==> config.mk <==
export PLATFORM = sky130hd
export DESIGN_NAME = or_reduce_scheduler
export DESIGN_NICKNAME = d
export VERILOG_FILES = /design/src/rtl/or_reduce_scheduler.sv
export SDC_FILE = /design/constraint.sdc
export NUM_CORES = 1
export LEC_CHECK = 0
export CAP_MARGIN = 10
export CORE_AREA = 2 2 61 63
export DETAILED_ROUTE_END_ITERATION = 8
export DIE_AREA = 0 0 63 65
export PLACE_DENSITY = 0.61
export SYNTH_ARGS = -nofsm -noshare
export SYNTH_HDL_FRONTEND = slang
export SYNTH_SLANG_ARGS = --single-unit
==> constraint.sdc <==
create_clock -name clk_in -period 1.6 [get_ports clk_in]
set_input_delay 0.24 -clock clk_in [delete_from_list [all_inputs] [get_ports clk_in]]
set_output_delay 0.24 -clock clk_in [all_outputs]
set_load 0.01 [all_outputs]
==> src/rtl/or_reduce_scheduler.sv <==
// or_reduce_scheduler: shares one registered DW-bit OR-reduction unit between NREQ requesters.
// Round-robin by default; define OR_SCHED_FIXED_PRIO_EN for fixed priority (lowest index wins).
//
// state   | meaning
// IDLE    | arbitrate among req_valid, accept one operand
// ISSUE   | operand held on or_in_o while the OR unit samples it
// CAPTURE | register OR result and owner id into the response
// RESP    | hold response until rsp_ready
module or_reduce_scheduler #(
  parameter int NREQ = 4,
  parameter int DW   = 6,
  localparam int IDW = $clog2(NREQ)
) (
  input  logic               clk_in,
  input  logic               rst_in,
  input  logic [NREQ-1:0]    req_valid,
  input  logic [NREQ*DW-1:0] req_data,
  output logic [NREQ-1:0]    req_ready,
  output logic [DW-1:0]      or_in_o,
  input  logic               or_out_i,
  output logic               rsp_valid,
  input  logic               rsp_ready,
  output logic [IDW-1:0]     rsp_id,
  output logic               rsp_data
);

  localparam logic [1:0] S_IDLE    = 2'd0;
  localparam logic [1:0] S_ISSUE   = 2'd1;
  localparam logic [1:0] S_CAPTURE = 2'd2;
  localparam logic [1:0] S_RESP    = 2'd3;

  logic [1:0]     state_q;
  logic [IDW-1:0] id_q;
  logic [IDW-1:0] last_grant;
  logic [IDW-1:0] winner;
  logic [IDW-1:0] cand;
  logic [DW-1:0]  winner_data;
  logic           accept;

  // Later candidates overwrite earlier ones, so the loop runs from farthest to nearest.
  always_comb begin
    winner = '0;
    cand   = '0;
`ifdef OR_SCHED_FIXED_PRIO_EN
    for (int k = NREQ - 1; k >= 0; k--) begin
      cand = IDW'(k);
      if (req_valid[cand]) winner = cand;
    end
`else
    for (int k = NREQ; k >= 1; k--) begin
      cand = IDW'((int'(last_grant) + k) % NREQ);
      if (req_valid[cand]) winner = cand;
    end
`endif
  end

  always_comb begin
    winner_data = '0;
    for (int k = 0; k < NREQ; k++) begin
      if (winner == IDW'(k)) winner_data = req_data[k*DW +: DW];
    end
  end

  assign accept = (state_q == S_IDLE) && (|req_valid);

  always_comb begin
    req_ready = '0;
    if (accept) req_ready[winner] = 1'b1;
  end

  always_ff @(posedge clk_in) begin
    if (rst_in) begin
      state_q    <= S_IDLE;
      or_in_o    <= '0;
      rsp_valid  <= 1'b0;
      rsp_id     <= '0;
      rsp_data   <= 1'b0;
      id_q       <= '0;
      last_grant <= IDW'(NREQ - 1);
    end else begin
      case (state_q)
        S_IDLE: begin
          if (accept) begin
            or_in_o    <= winner_data;
            id_q       <= winner;
            last_grant <= winner;
            state_q    <= S_ISSUE;
          end
        end
        S_ISSUE: begin
          state_q <= S_CAPTURE;
        end
        S_CAPTURE: begin
          rsp_data  <= or_out_i;
          rsp_id    <= id_q;
          rsp_valid <= 1'b1;
          or_in_o   <= '0;
          state_q   <= S_RESP;
        end
        S_RESP: begin
          if (rsp_ready) begin
            rsp_valid <= 1'b0;
            state_q   <= S_IDLE;
          end
        end
        default: state_q <= S_IDLE;
      endcase
    end
  end

endmodule

==> results.toml <==
[synth]
synth.area.top_cells = "dfxtp_1, nand2_1, a221oi_1"
netlist_area_um2 = 996
synth_top_area_cell = "dfxtp_1"
synth_cell_type_count = 35
syn_nets = 154
syn_area_per_cell_um2 = 8.44
yosysSeqAreaShare = 0.322
synth_seq_cells = 16
ys_warn_count = 0
synthCells = 118
yosysTopAreaCellShare = 0.322

[floorplanning]
die_area_um2 = 4100
die_x_um = 63
start_util = 0.285
die_y_um = 65
std_cell_rows = 22
io_pins = 46
core-area_um2 = 3500

[power_and_ir_drop]
powerDensity_nw_per_um2 = 1560
peakVddDrop_v = 0.000911
leakage_nw = 0.813

[grt]
antenna_found_initial = 0
overflow = 0
grt.total_usage = 0.174
grt_max_degree = 11
grt_pass1_vias = 1319
grt_pass1_wl_mm = 5.79

[route]
drc_errors = 0
dr.first_iter.drc_count = 31
viasPerCell = 4.89
vias = 1241
first_pass_iters = 4
post_drt_wl_per_cell_um = 13.6
wl_mm = 3.45
ant_nets = 0

[clock_tree]
cts_tree = "built"
cts_root_buffer = "clkbuf_4"
htree_levels = 1
clock_path_buffers = 2
cts_made_buffers = 3
cts.clk_slew.worst_paths_ns = 0.10
clock_latency_ns = 0.28
cts.sinks = 16

[job]
drv_cap = 0

[timing]
hold_viol = 0
fin_crit_sh = 1.06
fin_tns_setup_ns = -0.294
rsz0062_at_grt = "yes"
worstMarginPinSlew_ns = 0.419
finalSetupViolCount = 4
worst_slack_ns = -0.102
period_minus_slack_ns = 1.70
clock-skew-final_ns = 0.00745
max_freq_mhz = 588
drv_slew = 0
relSlewSlack = 0.721

[placement]
gp_congestion = 0.894
placedCellCount = 238
dpl.hpwl_mm = 2.60
port_buffers = 45

[layout]
fillers = 316
syn_to_final_growth_pct = 98.1
drive_gt1_frac = 0.408
antenna_cells = 0
finalNonFillerCells = 254
fin_nets = 243

[critical_path]
worstPathArrival_ns = 1.46
critPathMaxStageDelay_ns = 0.38
crit_type = "reg -> out"
crit_slowest_cell = "dfxtp_4"
crit_fanout = 5
cp.required_ns = 1.36
worstPathCellList = "o21a_1 > o21ai_4 > nand4_1 > nor2b_1 > buf_2"
cp.buffers_inverters = 1
worst_setup_path_end_kind = "output pin"
critPathTopFamily = "flip-flops"
critPathLaunchType = "flop"

[status]
violations = "setup timing"
status = "complete, but fails checks"

[min_path]
min_path_type = "reg -> reg"
==> stage by stage <==
stage,instance area [um^2],hold slack [ns],setup slack (ns),total power (W),util
floorplan,996,0.387,0.117,0.00144,-
global placement,1720,0.441,-0.719,0.00231,0.491
detailed placement,1720,0.451,-0.764,0.00235,0.491
CTS,1890,0.464,-0.127,0.00289,0.540
global route,1970,0.491,-0.261,0.00332,0.564
finish,1970,0.455,-0.102,0.00308,0.564
==> sequential cells by signal (all words and copies together), names as in the netlist <==
signal,flops
rsp_id,2
state_q,2
or_in_o,6
rsp_data,1
last_grant,2
id_q,2
rsp_valid,1
==> layout by cell type, fill, tap and decap left out, types with 2 or more instances in the layout <==
| cell | n |
|---|---|
| dfxtp_2 | 2 |
| clkbuf_4 | 3 |
| o221ai_1 | 3 |
| a21oi_1 | 4 |
| dfxtp_1 | 12 |
| buf_6 | 11 |
| dfxtp_4 | 2 |
| clkdlybuf4s50_1 | 37 |
| nor2_1 | 12 |
| buf_2 | 4 |
| a32oi_2 | 2 |
| nor2b_1 | 7 |
| a221oi_2 | 2 |
| buf_4 | 35 |
| and3_1 | 6 |
| mux2i_1 | 3 |
| o221ai_2 | 4 |
| o21ai_1 | 6 |
| ha_1 | 3 |
| a221oi_1 | 4 |
| nand2_1 | 13 |
| dlygate4sd2_1 | 2 |
| inv_2 | 2 |
| a21oi_2 | 2 |
| o21bai_1 | 2 |
==> layer usage <==
metal | part of all wire | GRT usage | vias to the layer above
met1 | 0.42 | 0.183 | 573
met4 | 0.0093 | 0.0361 | 0
met3 | 0.070 | 0.0538 | 4
met5 | 0 | 0 | -
li1 | - | - | 612
met2 | 0.50 | 0.336 | 52
==> cell usage after synthesis (all sizes together) <==
| master | number |
|---|---|
| and2 | 1 |
| o221ai | 7 |
| a211oi | 1 |
| nand2 | 14 |
| o21a | 1 |
| nor2b | 7 |
| inv | 3 |
| mux2i | 4 |
| dfxtp | 16 |
| nor3 | 3 |
| clkbuf | 2 |
| nor2 | 13 |
| o22ai | 1 |
| nand4 | 1 |
| buf | 4 |
| and3 | 6 |
| o21ai | 8 |
| or2 | 1 |
| nand2b | 1 |
| and2b | 1 |
| nand3 | 2 |
| a221oi | 6 |
| a21oi | 6 |
| a32oi | 2 |
| nor4 | 1 |
| ha | 4 |
| o21bai | 2 |
==> kinds of logic after synthesis <==
family,Yosys count,synth area share
multiplexers,4,0.0402
flip-flops,16,0.322
AO/OA/AOI/OAI,34,0.264
adder cells (fa/ha/maj),4,0.0503
buffers and inverters,9,0.0477
AND/OR/NAND/NOR,51,0.276
==> layout make-up <==
type | count | area, um^2 | share of cell area
multi-input cells | 93 | 729 | 0.370
flip-flops and latches | 16 | 330 | 0.167
inverters | 3 | 11.3 | 0.00571
clock buffers | 4 | 36.3 | 0.0184
repair buffers | 90 | 806 | 0.408
well taps | 48 | 60.1 | 0.0304
==> repair_timing <==
| item | CTS | global route |
|---|---|---|
| buffers inserted | 9 | 5 |
| pin swaps | 6 | 13 |
| hold buffers | 0 | 0 |
| gates resized for setup | 44 | 20 |
| endpoints found under the hold margin | 0 | 0 |
| endpoints found under the setup margin | 10 | 11 |
==> final timing paths <==
kind,from,to,slack (ns),cells past startpoint
worst max-delay path,last_grant[0],req_ready[3],-0.10,5
worst min-delay path,or_in_o[3],or_in_o[3],0.45,2
worst max register to register,last_grant[0],id_q[1],-0.03,9
worst min register to register,or_in_o[3],or_in_o[3],0.45,2
==> where the power goes <==
| part | total [W] | internal (W) | switching, W |
|---|---|---|---|
| registers | 0.000692 | 0.000580 | 0.000112 |
| logic | 0.00212 | 0.00122 | 0.000902 |
| clock network | 0.000263 | 0.000138 | 0.000125 |
==> worst min-delay path, stage by stage, from the launching register on <==
cell     delay (ns)
dfxtp_1        0.32
nand2_1        0.05
o21ai_1        0.05
Power figures use the tool's default switching activity.
